## src/rtl/reg_file_pkg.sv

```systemverilog
// Shared types and default sizing for the register file with context save/restore.
// Decode and control import the same defaults so port widths stay consistent.
package reg_file_pkg;

  // Copy-engine state: idle, copying registers into the shadow bank, or back again
  typedef enum logic [1:0] {
    IDLE    = 2'd0,
    SAVE    = 2'd1,
    RESTORE = 2'd2
  } ctx_state_t;

  // Default data width, address width and status width
  localparam int DEF_W  = 16;
  localparam int DEF_A  = 4;
  localparam int DEF_SW = 2;

  // Number of registers for a given address width
  function automatic int depth_of(input int a);
    return 1 << a;
  endfunction

endpackage

```

## src/rtl/reg_file_ctx_seq.sv

```systemverilog
// Sequencer for the context copy engine: accepts save/restore requests while
// idle, walks a counter over every register index, and flags the final copy.
module reg_file_ctx_seq
  import reg_file_pkg::*;
#(
  parameter int A = DEF_A
) (
  input  logic         Clk,
  input  logic         Reset,
  input  logic         SaveReq,
  input  logic         RestoreReq,
  output ctx_state_t   state,
  output logic [A-1:0] cnt,
  output logic         last,
  output logic         Busy,
  output logic         Done
);

  ctx_state_t   state_reg;
  logic [A-1:0] cnt_reg;
  logic         busy_reg;
  logic         done_reg;

  // The final copy happens when the counter sits on the highest index
  assign last = (state_reg != IDLE) && (cnt_reg == {A{1'b1}});

  // Request acceptance, index walk and registered Busy/Done generation
  always_ff @(posedge Clk) begin
    if (Reset) begin
      state_reg <= IDLE;
      cnt_reg   <= '0;
      busy_reg  <= 1'b0;
      done_reg  <= 1'b0;
    end else begin
      done_reg <= 1'b0;
      case (state_reg)
        IDLE: begin
          cnt_reg <= '0;
          // Save takes priority when both requests arrive together
          if (SaveReq) begin
            state_reg <= SAVE;
            busy_reg  <= 1'b1;
          end else if (RestoreReq) begin
            state_reg <= RESTORE;
            busy_reg  <= 1'b1;
          end
        end
        SAVE, RESTORE: begin
          // Counter wraps to zero naturally after the last index
          cnt_reg <= cnt_reg + A'(1);
          if (last) begin
            state_reg <= IDLE;
            busy_reg  <= 1'b0;
            done_reg  <= 1'b1;
          end
        end
        default: begin
          state_reg <= IDLE;
          cnt_reg   <= '0;
          busy_reg  <= 1'b0;
        end
      endcase
    end
  end

  assign state = state_reg;
  assign cnt   = cnt_reg;
  assign Busy  = busy_reg;
  assign Done  = done_reg;

endmodule

```

## src/rtl/reg_file_ctx.sv

```systemverilog
// Register file with two combinational read ports, one write port, a status
// register and a shadow bank. The shadow bank is filled or drained one entry
// per cycle by the sequencer; normal writes are dropped while it runs.
module reg_file_ctx
  import reg_file_pkg::*;
#(
  parameter int W      = DEF_W,
  parameter int A      = DEF_A,
  parameter int SW     = DEF_SW,
  parameter int BYPASS = 1
) (
  input  logic          Clk,
  input  logic          Reset,
  input  logic          WriteEn,
  input  logic          StFlag,
  input  logic [A-1:0]  RaddrA,
  input  logic [A-1:0]  RaddrB,
  input  logic [A-1:0]  Waddr,
  input  logic [W-1:0]  DataIn,
  input  logic          SaveReq,
  input  logic          RestoreReq,
  output logic [W-1:0]  DataOutA,
  output logic [W-1:0]  DataOutB,
  output logic [SW-1:0] S,
  output logic          Busy,
  output logic          Done
);

  localparam int DEPTH = depth_of(A);
  localparam bit BYPASS_EN = (BYPASS != 0);

  logic [W-1:0]  regs_reg   [DEPTH];
  logic [W-1:0]  shadow_reg [DEPTH];
  logic [SW-1:0] s_reg;
  logic [SW-1:0] shadow_s_reg;

  ctx_state_t    ctx_state;
  logic [A-1:0]  ctx_cnt;
  logic          ctx_last;
  logic          ctx_busy;
  logic          ctx_done;

  logic          wr_ok;
  logic          st_ok;

  reg_file_ctx_seq #(
    .A (A)
  ) u_seq (
    .Clk        (Clk),
    .Reset      (Reset),
    .SaveReq    (SaveReq),
    .RestoreReq (RestoreReq),
    .state      (ctx_state),
    .cnt        (ctx_cnt),
    .last       (ctx_last),
    .Busy       (ctx_busy),
    .Done       (ctx_done)
  );

  // Caller must stall on Busy; anything issued during a copy is discarded
  assign wr_ok = WriteEn && !ctx_busy;
  assign st_ok = StFlag  && !ctx_busy;

  // Main array: cleared on reset, refilled from shadow during restore, else normal writes
  always_ff @(posedge Clk) begin
    if (Reset) begin
      for (int i = 0; i < DEPTH; i++) begin
        regs_reg[i] <= '0;
      end
    end else if (ctx_state == RESTORE) begin
      regs_reg[ctx_cnt] <= shadow_reg[ctx_cnt];
    end else if (wr_ok) begin
      regs_reg[Waddr] <= DataIn;
    end
  end

  // Shadow bank: cleared on reset, captures one register per cycle during save
  always_ff @(posedge Clk) begin
    if (Reset) begin
      for (int i = 0; i < DEPTH; i++) begin
        shadow_reg[i] <= '0;
      end
    end else if (ctx_state == SAVE) begin
      shadow_reg[ctx_cnt] <= regs_reg[ctx_cnt];
    end
  end

  // Status register: restored alongside the final register copy, else loaded by StFlag
  always_ff @(posedge Clk) begin
    if (Reset) begin
      s_reg <= '0;
    end else if ((ctx_state == RESTORE) && ctx_last) begin
      s_reg <= shadow_s_reg;
    end else if (st_ok) begin
      s_reg <= DataIn[SW-1:0];
    end
  end

  // Shadow status: captured alongside the final register copy of a save
  always_ff @(posedge Clk) begin
    if (Reset) begin
      shadow_s_reg <= '0;
    end else if ((ctx_state == SAVE) && ctx_last) begin
      shadow_s_reg <= s_reg;
    end
  end

  // Read ports share identical logic, so build both from one template
  logic [A-1:0] raddr [2];
  logic [W-1:0] rdata [2];

  assign raddr[0] = RaddrA;
  assign raddr[1] = RaddrB;

  generate
    for (genvar gi = 0; gi < 2; gi++) begin : g_rd
      // Array read with optional same-cycle forwarding of an accepted write
      always_comb begin
        rdata[gi] = regs_reg[raddr[gi]];
        if (BYPASS_EN && wr_ok && (Waddr == raddr[gi])) begin
          rdata[gi] = DataIn;
        end
      end
    end
  endgenerate

  assign DataOutA = rdata[0];
  assign DataOutB = rdata[1];
  assign S        = s_reg;
  assign Busy     = ctx_busy;
  assign Done     = ctx_done;

endmodule

```

## config.mk

```make
export PLATFORM = sky130hd
export DESIGN_NAME = reg_file_ctx
export DESIGN_NICKNAME = d
export VERILOG_FILES = /design/src/rtl/reg_file_pkg.sv /design/src/rtl/reg_file_ctx_seq.sv /design/src/rtl/reg_file_ctx.sv
export SDC_FILE = /design/constraint.sdc
export NUM_CORES = 1
export LEC_CHECK = 0
export ABC_AREA = 1
export CAP_MARGIN = 20
export CORE_ASPECT_RATIO = 1.75
export CORE_MARGIN = 5
export CORE_UTILIZATION = 28
export CTS_BUF_LIST = sky130_fd_sc_hd__clkbuf_16
export DETAILED_ROUTE_END_ITERATION = 12
export DONT_BUFFER_PORTS = 1
export GPL_ROUTABILITY_DRIVEN = 0
export PLACE_DENSITY = 0.53
export SYNTH_ARGS = -nofsm -noshare
export SYNTH_HDL_FRONTEND = slang
export SYNTH_SLANG_ARGS = --single-unit
export TNS_END_PERCENT = 20
```

## constraint.sdc

```tcl
create_clock -name Clk -period 2.99 [get_ports Clk]
set_input_delay 0.598 -clock Clk [delete_from_list [all_inputs] [get_ports Clk]]
set_output_delay 0.598 -clock Clk [all_outputs]
set_load 0.005 [all_outputs]
```

==> flow_summary.json <==
{
  "leakage_nw": 13.0,
  "yosysTopAreaCell": "edfxtp_1",
  "area_delta_synth_final_pct": 11.1,
  "fin_nets": 3623,
  "r2r_end": "regs_reg[12][3]",
  "max_stage_delay_ns": 0.47,
  "clockBufferDepth": 3,
  "drtIter0Drc": 1926,
  "clkPwrFrac_pct": 35.6,
  "finalSetupViolCount": 0,
  "drive_gt1_share_pct": 9.11,
  "crit_arrival_ns": 2.22,
  "placed_cell_area_um2": 31500,
  "port_buffers": 0,
  "ctsHoldBuffers": 0,
  "hold_path.class": "input pin to register",
  "stdcell_area_um2": 33100,
  "h-tree-depth": 2,
  "pin_count": 70,
  "crit_path_end": "DataOutA[13]",
  "die_area_um2": 113000,
  "p_sw_mw": 5.62,
  "total_power_mw": 18.5,
  "initial_core_util_pct": 28.2,
  "vias": 25642,
  "rsz0062_at_grt": "false",
  "die_h_um": 442,
  "max_freq_ghz": 0.354,
  "dieWidth_um": 257,
  "fin_worst_skew_ns": 0.0162,
  "grt_pass1_vias": 24696,
  "r2r_cells": 9,
  "critical_path_buf_inv_count": 2,
  "wire_per_inst_um": 22.2,
  "dpl.hpwl_mm": 75.7,
  "antennaDiodeCount": 0,
  "p_seq_share_pct": 46.0,
  "cp_max_fo": 8,
  "root_buffer": "clkbuf_16",
  "numCtsBuffers": 49,
  "path_cells": "nor2_2 > nand3_1 > inv_1 > buf_4 > nand2_1 > nand2_1",
  "vias_per_cell": 5.15,
  "antenna_found_initial": 3,
  "cts_resized": 0,
  "synthDistinctLibCells": 35,
  "finalCritPeriodShare_pct": 94.4,
  "endpoint_kind": "output port",
  "r2r_setup_slack_ns": 0.41,
  "yosys_warnings": 0,
  "setup.worst_path.start": "u_seq.Busy",
  "r2r-start": "u_seq.cnt[1]",
  "postRouteAntennaNets": 0,
  "cp_slowest_cell": "inv_1",
  "syn_inst": 3646,
  "crit_family": "buffers and inverters",
  "cp_num_cells": 6,
  "clk_latency_ns": 0.61,
  "irDropWorstVdd_mv": 0.407,
  "switching_share_pct": 30.4,
  "powerDensity_nw_per_um2": 558,
  "overflow": 0,
  "grt_max_degree": 253,
  "grt_first_pass_wirelength_mm": 161,
  "post_cts_buffers": 0,
  "worstMarginPinSlew_ns": 0.617,
  "critPathRequiredTime_ns": 2.39,
  "place_ws_ns": 0.309,
  "cts_sinks": 524,
  "worst_slack_ns": 0.168,
  "hold_violations": 0,
  "clkTransAtPathRegs_ns": 0.07,
  "crit_top_cell": "nand2_1",
  "cts_tree": "built",
  "syn_avg_cell_area_um2": 8.18,
  "yosys-top-cells-area": "edfxtp_1 (52%), nand2_1 (11%), nor2_1 (8.7%)",
  "firstDrtPassIters": 9,
  "ys_seq_area_share_pct": 52.3,
  "path_class": "register to output port",
  "hold_path.startpoint": "Reset",
  "core_um2": 106000,
  "track_usage_pct": 18.7,
  "yosys.area.top_type_share_pct": 51.5,
  "core.rowCount": 158,
  "drc": 0,
  "synth-seq-cells": 524,
  "fin_setup_tns_ns": 0,
  "crit_path_start_kind": "register",
  "power.internal_mw": 12.9,
  "period_needed_ns": 2.82,
  "drv_cap": 0,
  "slew_viol_final": 0,
  "max_slew_margin_pct": 58.9,
  "wl_mm": 111,
  "synth_area_um2": 29800,
  "pwr-share-comb_pct": 18.4,
  "outcome": "finished, final reports clean",
  "syn_nets": 3687
}
final cells by class:
| cell class | instances | area (um^2) |
|---|---|---|
| Tap cell | 1360 | 1700 |
| Clock buffer | 49 | 1230 |
| Inverter | 284 | 1070 |
| Timing Repair Buffer | 161 | 1460 |
| Clock inverter | 41 | 394 |
| Multi-Input combinational cell | 2562 | 11700 |
| Sequential cell | 524 | 15600 |
| Fill cell | 11192 | 72800 |
synth_stat cells (all sizes together):
cell and number:
a211oi 2, a21oi 170, a311oi 2, buf 138, clkbuf 138, clkinv 4
dfxtp 12, edfxtp 512, ha 7, inv 280, nand2 869, nand3 323
nand4 1, nor2 714, nor3 3, nor4 1, o211ai 164, o21ai 284
o21bai 1, o22ai 2, or2 16, xor2 3
how the worst min path moves through the flow:
stage                            endpoint  slack, ns  cells after the start
after floorplan           shadow_s_reg[0]       0.44                      2
final                          u_seq.Busy       0.05                      1
after global routing       u_seq.state[1]       0.03                      1
after detailed placement  shadow_s_reg[0]       0.45                      2
after CTS                      u_seq.Busy       0.02                      1
after global placement    shadow_s_reg[0]       0.44                      2
cell families (layout without fill, tap and decap cells):
| group | Yosys count | in the layout | synth area share (%) |
|---|---|---|---|
| AO/OA/AOI/OAI | 625 | 625 | 12.0 |
| XOR/XNOR | 3 | 3 | 0.0881 |
| adder cells (fa/ha/maj) | 7 | 7 | 0.294 |
| buffers and inverters | 560 | 535 | 8.68 |
| flip-flops | 524 | 524 | 52.3 |
| AND/OR/NAND/NOR | 1927 | 1927 | 26.6 |
per-layer routing:
metal  GRT usage, %  up-vias  share of wire [%]
li1               -    11996                  -
met1           19.9    12368                 35
met2           34.5      943                 52
met3           2.59      335                5.6
met4           11.6        0                7.3
met5              0        -                  0
stage by stage:
| stage | hold WS (ns) | utilization (%) | cells |
|---|---|---|---|
| 3_5_place_dp | 0.452 | 29.7 | 4891 |
| 2_1_floorplan | 0.438 | - | 3646 |
| 4_1_cts | 0.0171 | 31.3 | 4981 |
| 5_1_grt | 0.0276 | 31.3 | 4981 |
| 3_3_place_gp | 0.445 | 29.7 | 4891 |
| 6_report | 0.0482 | 31.3 | 4981 |
power by group through the flow:
stage	Clock [mW]	Sequential, mW	Combinational [mW]
global placement	0	8.65	3.38
floorplan	0	8.61	2.34
global route	6.93	8.52	3.67
detailed placement	0	8.66	3.39
CTS	6.70	8.50	3.40
finish	6.58	8.50	3.40
worst register-to-register path, stage by stage (launching register included):
cell     delay (ns)
dfxtp_4        0.36
inv_2          0.21
buf_12         0.22
buf_4          0.26
nand3_1        0.10
a21oi_1        0.43
nor2_1         0.20
nand2_1        0.12
nand2_2        0.30
nor2_1         0.22
cell usage in the layout, fill, tap and decap left out, types with 12 or more instances in the layout:
master and count:
a21oi_1 170, buf_12 20, buf_4 141, clkbuf_16 49, clkinv_1 12, edfxtp_1 512, inv_1 277, nand2_1 837
nand2_2 32, nand3_1 321, nor2_1 687, nor2_4 20, o211ai_1 164, o21ai_0 251, o21ai_1 30, or2_2 16
Note: power is estimated with default switching activity, not from simulation.
